==> src/rtl/pn_ctrl_pkg.sv <==
// Shared types and constants for the PN burst DAC controller.
// Holds the FSM states, the LFSR seed/taps and the chip period length.
package pn_ctrl_pkg;

  typedef enum logic [2:0] {
    ST_IDLE  = 3'd0,
    ST_LOAD  = 3'd1,
    ST_WRITE = 3'd2,
    ST_HOLD  = 3'd3,
    ST_DONE  = 3'd4
  } pn_state_e;

  localparam logic [4:0] LFSR_SEED  = 5'b11111;
  localparam int         TAP_HI     = 4;
  localparam int         TAP_LO     = 2;
  localparam logic [4:0] PERIOD_LEN = 5'd31;
  localparam logic [4:0] LAST_CHIP  = PERIOD_LEN - 5'd1;

  // Shift left with feedback into bit 0; the MSB is the PN bit.
  function automatic logic [4:0] lfsr_next(input logic [4:0] s);
    return {s[3:0], s[TAP_HI] ^ s[TAP_LO]};
  endfunction

endpackage

==> src/rtl/pn_lfsr5.sv <==
// 5-bit maximal-length LFSR; pn_bit is the MSB of the register.
// reseed has priority over step.
module pn_lfsr5
  import pn_ctrl_pkg::*;
(
  input  logic clk,
  input  logic rst,
  input  logic step,
  input  logic reseed,
  output logic pn_bit
);

  logic [4:0] sr_q;
  logic [4:0] sr_d;

  always_comb begin
    sr_d = sr_q;
    if (reseed) begin
      sr_d = LFSR_SEED;
    end else if (step) begin
      sr_d = lfsr_next(sr_q);
    end
  end

  always_ff @(posedge clk) begin
    if (!rst) begin
      sr_q <= LFSR_SEED;
    end else begin
      sr_q <= sr_d;
    end
  end

  assign pn_bit = sr_q[4];

endmodule

==> src/rtl/pn_burst_ctrl.sv <==
// Drives a parallel DAC with a 31-chip PN sequence: LOAD, WRITE strobe, HOLD with LDAC.
// start is a level sampled only in IDLE; abort wins over everything while busy.
module pn_burst_ctrl
  import pn_ctrl_pkg::*;
#(
  parameter int CODE_W = 16,
  parameter int DIV_W  = 16
) (
  input  logic              clk,
  input  logic              rst,
  input  logic              start,
  input  logic              abort,
  input  logic [DIV_W-1:0]  div,
  input  logic [7:0]        nper,
  input  logic [CODE_W-1:0] code_hi,
  input  logic [CODE_W-1:0] code_lo,
  output logic              busy,
  output logic              done,
  output logic [CODE_W-1:0] dac_data,
  output logic              dac_wr_n,
  output logic              dac_ldac_n,
  output logic [4:0]        chip_idx,
  output pn_state_e         dbg_state
);

  pn_state_e         state_q, state_d;
  logic [DIV_W-1:0]  div_q, div_d;
  logic [7:0]        nper_q, nper_d;
  logic [CODE_W-1:0] hi_q, hi_d, lo_q, lo_d;
  logic [DIV_W-1:0]  hold_q, hold_d;
  logic [4:0]        chip_q, chip_d;
  logic [7:0]        per_q, per_d;
  logic              busy_q, busy_d, done_q, done_d;
  logic [CODE_W-1:0] data_q, data_d;
  logic              wr_n_q, wr_n_d, ldac_n_q, ldac_n_d;
  logic              lfsr_step, lfsr_reseed, pn_bit;
  logic [7:0]        per_inc;

  pn_lfsr5 u_lfsr (
    .clk    (clk),
    .rst    (rst),
    .step   (lfsr_step),
    .reseed (lfsr_reseed),
    .pn_bit (pn_bit)
  );

  assign per_inc = per_q + 8'd1;

  always_comb begin
    state_d     = state_q;
    div_d       = div_q;
    nper_d      = nper_q;
    hi_d        = hi_q;
    lo_d        = lo_q;
    hold_d      = hold_q;
    chip_d      = chip_q;
    per_d       = per_q;
    data_d      = data_q;
    wr_n_d      = 1'b1;
    ldac_n_d    = 1'b1;
    lfsr_step   = 1'b0;
    lfsr_reseed = 1'b0;

    // Abort leaves indices and dac_data as they were; only the strobes drop.
    if (abort && (state_q == ST_LOAD || state_q == ST_WRITE || state_q == ST_HOLD)) begin
      state_d = ST_IDLE;
    end else begin
      case (state_q)
        ST_IDLE: begin
          if (start && !abort) begin
            div_d       = div;
            nper_d      = nper;
            hi_d        = code_hi;
            lo_d        = code_lo;
            chip_d      = 5'd0;
            per_d       = 8'd0;
            lfsr_reseed = 1'b1;
            state_d     = ST_LOAD;
          end
        end
        ST_LOAD: begin
          data_d  = pn_bit ? hi_q : lo_q;
          wr_n_d  = 1'b0;
          state_d = ST_WRITE;
        end
        ST_WRITE: begin
          hold_d   = div_q;
          ldac_n_d = 1'b0;
          state_d  = ST_HOLD;
        end
        ST_HOLD: begin
          if (hold_q != '0) begin
            hold_d = hold_q - DIV_W'(1);
          end else if (chip_q == LAST_CHIP) begin
            chip_d = 5'd0;
            per_d  = per_inc;
            if (nper_q != 8'd0 && per_inc == nper_q) begin
              state_d = ST_DONE;
            end else begin
              lfsr_step = 1'b1;
              state_d   = ST_LOAD;
            end
          end else begin
            chip_d    = chip_q + 5'd1;
            lfsr_step = 1'b1;
            state_d   = ST_LOAD;
          end
        end
        ST_DONE: state_d = ST_IDLE;
        default: state_d = ST_IDLE;
      endcase
    end

    busy_d = (state_d == ST_LOAD) || (state_d == ST_WRITE) || (state_d == ST_HOLD);
    done_d = (state_d == ST_DONE);
  end

  always_ff @(posedge clk) begin
    if (!rst) begin
      state_q  <= ST_IDLE;
      div_q    <= '0;
      nper_q   <= '0;
      hi_q     <= '0;
      lo_q     <= '0;
      hold_q   <= '0;
      chip_q   <= '0;
      per_q    <= '0;
      busy_q   <= 1'b0;
      done_q   <= 1'b0;
      data_q   <= '0;
      wr_n_q   <= 1'b1;
      ldac_n_q <= 1'b1;
    end else begin
      state_q  <= state_d;
      div_q    <= div_d;
      nper_q   <= nper_d;
      hi_q     <= hi_d;
      lo_q     <= lo_d;
      hold_q   <= hold_d;
      chip_q   <= chip_d;
      per_q    <= per_d;
      busy_q   <= busy_d;
      done_q   <= done_d;
      data_q   <= data_d;
      wr_n_q   <= wr_n_d;
      ldac_n_q <= ldac_n_d;
    end
  end

  assign busy       = busy_q;
  assign done       = done_q;
  assign dac_data   = data_q;
  assign dac_wr_n   = wr_n_q;
  assign dac_ldac_n = ldac_n_q;
  assign chip_idx   = chip_q;
  assign dbg_state  = state_q;

endmodule

==> config.mk <==
export PLATFORM = sky130hd
export DESIGN_NAME = pn_burst_ctrl
export DESIGN_NICKNAME = d
export VERILOG_FILES = /design/src/rtl/pn_ctrl_pkg.sv /design/src/rtl/pn_lfsr5.sv /design/src/rtl/pn_burst_ctrl.sv
export SDC_FILE = /design/constraint.sdc
export NUM_CORES = 1
export LEC_CHECK = 0
export ABC_AREA = 0
export CAP_MARGIN = 20
export CORE_MARGIN = 3
export CORE_UTILIZATION = 33
export CTS_CLUSTER_SIZE = 40
export DETAILED_ROUTE_END_ITERATION = 16
export PLACE_DENSITY = 0.65
export SYNTH_ARGS = -nofsm -noshare
export SYNTH_HDL_FRONTEND = slang
export SYNTH_SLANG_ARGS = --single-unit
==> constraint.sdc <==
create_clock -name clk -period 2.1 [get_ports clk]
set_input_delay 0.21 -clock clk [delete_from_list [all_inputs] [get_ports clk]]
set_output_delay 0.21 -clock clk [all_outputs]
set_load 0.005 [all_outputs]
* Yosys cells after proc, flatten, opt, wreduce, memory -nomap -nowiden
Cells that the tools add are included.
** Word-level totals
- Register bits :: 113
- Word-level logic and storage cells :: 80
- Memories :: 0
- ROM bits :: 0
- Output and inout bits :: 28
- Bits in latches :: 0
- RAM bits :: 0
** Cells by class
- Equal/unequal tests :: 13
- $lt $le $gt $ge :: 0
- Bitwise logic cells :: 3
- Shift operators :: 0
- $add $sub $neg :: 3
- Multiply operators :: 0
- Muxes and demuxes :: 27
- Div/mod/pow operators :: 0
- Reductions and logical operators :: 20
** Operator list (number)
- $mux W16 :: 2
- $pmux W16 S2 :: 1
- $mux W8 :: 3
- $pmux W8 S2 :: 1
- $reduce_bool A16 Y1 :: 1
- $sub A16 B1 Y16 const B :: 1
- $mux W3 :: 5
- $mux W5 :: 3
- $eq A3 B2 Y1 const B :: 4
- $pmux W3 S4 :: 1
- $mux W1 :: 10
- $pmux W5 S2 :: 1
- $add A8 B1 Y8 const B :: 1
- $eq A8 B8 Y1 :: 1
- $reduce_bool A8 Y1 :: 1
- $eq A3 B1 Y1 const B :: 2
- $reduce_and A3 Y1 :: 2
- $add A5 B1 Y5 const B :: 1
- $eq A5 B5 Y1 const B :: 1
- $reduce_and A5 Y1 :: 1
- $logic_or A1 B1 Y1 :: 4
- $ne A2 B1 Y1 const B :: 2
- $ne A2 B2 Y1 const B :: 2
- $reduce_and A4 Y1 :: 1
- 9 further kinds :: 14

* Logic depth before layout (Yosys ltp)
- Depth in word-level cells :: 11
- Depth in mapped cells :: 9
- Mapped depth without buffers :: 8

* Modules after synthesis
From an unflattened synthesis, not the netlist that was laid out.
** Unflattened totals
- Cell total of the unflattened synthesis :: 627
- Area total of the unflattened synthesis :: 5077.4 sq um
** By module, submodules not included
- pn_burst_ctrl :: times used 1, area each 4865.9 sq um, cells an instance 609, sequential area each 2162.1 sq um
- pn_lfsr5 :: times used 1, area each 211.5 sq um, cells an instance 18, sequential area each 100.1 sq um

* Least setup slack after synthesis
Ideal clock, no wire load.
- Path type :: reg2reg
- Start point :: register hold_q[0]
- End point :: register u_lfsr.sr_q[0]
- Path slack :: 0.086 ns
- Clock period less this slack :: 2.014 ns
- Required time :: 2.028 ns
- Stages on the path, launching flop included :: 9
- Library setup time :: 0.072 ns
- Buffers on the path :: 0
- Data arrival time :: 1.942 ns
- Cell sequence :: dfxtp_1 > inv_1 > ha_1 > nor3b_4 > and4_2 > nand3_2 > or3_1 > o211ai_2 > mux2i_1
** Between the ends
- Longest elaborated chain between the ends :: 4
** RTL lines
- start, declared :: RTL line pn_burst_ctrl.sv:30 : logic [DIV_W-1:0] hold_q, hold_d;
- start signal, assigned :: RTL line pn_burst_ctrl.sv:139 : hold_q <= hold_d;
- $reduce_bool A16 Y1 :: RTL line pn_burst_ctrl.sv:92 : if (hold_q != '0) begin
- $mux W1 :: RTL line pn_burst_ctrl.sv:92
- $mux W1 :: RTL line pn_burst_ctrl.sv:68 : case (state_q)
- $mux W1 :: RTL line pn_burst_ctrl.sv:65 : if (abort && (state_q == ST_LOAD || state_q == ST_WRITE || state_q == ST_HOLD)) begin
- end signal, assigned :: RTL line pn_lfsr5.sv:29 : sr_q <= sr_d;
- end, declared :: RTL line pn_lfsr5.sv:13 : logic [4:0] sr_q;
No other way between the ends.
A chain may end at the register's enable or synchronous reset.

* Final worst setup path
- Start point :: register hold_q[0]
- End point :: register u_lfsr.sr_q[2]
The elaborated chain is that of the path after synthesis.

==> results.md <==
* Mapped Cells at 631
* Fillers at 1427
* Clock root buffer: clkbuf_16
* Post-CTS Hold Buffers at 0
* Crit path launch type: flop
* Post-synthesis sequential area ratio at 44.6%
* Critical Path RT at 2430 ps
* Core Area at 0.0148 mm^2
* Logic pwr share at 8.6%
* Hold_ws at 347 ps
* Max Clock Freq at 0.484 GHz
* Worst clock skew at 8.13 ps
* Reg-to-Reg Start: hold_q[0]
* ANT nets after route at 0
* Largest net degree at the start of global routing at 37
* Distinct cells, synth at 56
* Final Wtd Congestion at 0.858
* Internal power at 0.00437 W
* Count of pins over their slew limit at 0
* Clk sinks at 113
* Synth warnings at 0
* Biggest area consumer among synthesized cells: dfxtp_1
* Placement Setup Slack at -83.2 ps
* #FFs+latches synth at 113
* First-pass GRT wire length at 22200 um
* Post-Synthesis Cell Area at 0.00507 mm^2
* Final setup violating endpoints at 0
* WP data arrival at 2390 ps
* Final std cells w/o fill at 941
* Tcrit/Tclk final at 98.3%
* CTS Buffer Depth at 2
* Final worst setup slack at 34.7 ps
* Diode count at 0
* Syn Nets at 695
* Worst skew pair latency at 410 ps
* Critical Path Start: hold_q[0]
* TritonRoute pass-1 iters at 4
* H-tree levels at 4
* Syn avg cell area at 8.04 um^2
* Power Total at 0.00556 W
* DRC viols at 0
* Top area cells in the synthesized netlist: dfxtp_1, nand2_1, a21oi_1, mux2i_1, nor2_1
* RSZ-0062 raised after global routing: yes
* Setup CP Type: reg2reg
* Avg WL per Cell at 14.4 um
* Die Width at 130 um
* Clock power frac at 50.8%
* P_sw at 0.00119 W
* Sw Ratio at 21.4%
* # placed instances at 903
* DR vias/cell at 5.11
* Tightest Pin Transition at 473 ps
* Crit. End Element: flop
* # rows at 44
* Final wirelength at 13600 um
* Leak pwr at 2.71 nW
* GRT Total Usage at 16.5%
* CP max FO at 5
* HP Class: in2reg
* Initial Utilization at 34.3%
* Register area at 0.00227 mm^2
* Rel. slew slack at 68.4%
* Setup TNS at 0 ps
* TritonCTS clock tree: yes
* Final nets at 809
* Area growth, synth to finish at 41.4%
* Worst vdd ir at 0.000574 V
* Die Area at 0.0169 mm^2
* Vias after detailed routing at 4813
* Post-synth EDFFs at 0
* Top-count cell post-synth: nand2_1
* Power per cell area at 775 mW/mm^2
* Ratio of cells with drive above 1 in the final layout at 14.1%
* Cts bufs inserted at 17
* Hpwl dp at 9540 um
* Multi-input logic area at 0.00271 mm^2
* Main synth FF type: dfxtp_1
* Final count of hold timing violations at 0
* Status: finished clean
* Buffers on Ports at 87
* Initial drt markers at 248
* Sequential Power Share at 40.6%
* Boundary Pins at 88
* Hold_sp: code_lo[0]
* CTS clock-pin slew for the worst setup and hold paths at 50 ps
* Total of max-cap violations at 0
* GR Overflow Total at 0
* Synth top cells by count: nand2_1, dfxtp_1, a21oi_1, nor2_1, clkbuf_1
* Async S/R FF share, synth at 0%
* Initial antenna violation count at 0
* Die height at 130 um
* Min Tclk post-route at 2070 ps
* Yosys top cell area share at 44.6%
* Vias in the first global route at 4659
==> cell families after synthesis <==
logic type	synth area share, %
AO/OA/AOI/OAI	18.8
XOR/XNOR	2.59
adder cells (fa/ha/maj)	0.986
buffers and inverters	3.53
flip-flops	44.6
multiplexers	4.34
AND/OR/NAND/NOR	25.2
==> worst paths after layout <==
check / end / slack, ps / depth (start not counted)
max: u_lfsr.sr_q[2] / 30 / 8
min: lo_q[0] / 350 / 3
max reg2reg: u_lfsr.sr_q[2] / 30 / 8
min reg2reg: lo_q[15] / 450 / 2
==> critical path, cell delays in order, from the launching register on <==
cell and delay [ps]:
dfxtp_4 350, inv_4 60, ha_4 120, nor3b_4 250, and4_4 290, nand3_4 90, or3_4 430, o211ai_4 150
mux2i_1 250
==> area by class of cell <==
class / instances / share of cell area [%]
clock inverters: 4 / 1.01
clock buffers: 27 / 7.15
multi-input cells: 472 / 37.8
well taps: 184 / 3.21
flip-flops and latches: 113 / 31.6
repair buffers: 136 / 18.8
inverters: 5 / 0.331
==> stage by stage <==
step	utilization, %	cell area (um^2)
floorplan	-	5070
global placement	43.6	6460
detailed placement	43.6	6460
CTS	47.7	7060
global route	48.4	7170
finish	48.4	7170
==> layout by cell type (no fill, tap or decap), drive strengths merged, types with 3 or more instances in the layout <==
cell type and instances:
a211oi 21, a21boi 15, a21oi 68, a22oi 3, and2 10, and3 6, buf 49, clkbuf 27
clkdlybuf4s50 87, dfxtp 113, ha 4, inv 4, mux2i 22, nand2 150, nand3 12, nand4 5
nor2 50, nor2b 3, nor3 13, nor3b 4, nor4 7, o21a 6, o21ai 31, o31ai 3
xnor2 9, xor2 6
==> power by group through the flow <==
stage	combinational (W)	sequential [W]	clock, W
2_1_floorplan	0.000211	0.00229	0
3_3_place_gp	0.000462	0.00230	0
3_5_place_dp	0.000470	0.00230	0
4_1_cts	0.000474	0.00226	0.00288
5_1_grt	0.000524	0.00227	0.00299
6_report	0.000476	0.00226	0.00282
==> routing by layer <==
| metal | GRT usage [%] | share of wire, % | up-vias |
|---|---|---|---|
| met5 | 0 | 0 | - |
| met4 | 7.95 | 2.4 | 0 |
| met3 | 3.48 | 4.3 | 21 |
| met2 | 26.8 | 48 | 123 |
| met1 | 20.8 | 46 | 2263 |
| li1 | - | - | 2406 |
==> flip-flops by register name, indices dropped and copies added (netlist names) <==
signal / cells
hi_q: 16
dac_ldac_n: 1
dbg_state: 3
per_q: 8
lo_q: 16
busy: 1
nper_q: 8
dac_wr_n: 1
dac_data: 16
u_lfsr.sr_q: 5
hold_q: 16
done: 1
chip_idx: 5
div_q: 16
==> timing repair <==
item | 4_1_cts | 5_1_grt
setup buffers | 0 | 7
endpoints found under the setup margin | 5 | 27
pin swaps | 1 | 6
cloned | 0 | 0
gates resized for setup | 5 | 16
(Power assumes the default switching activity.)
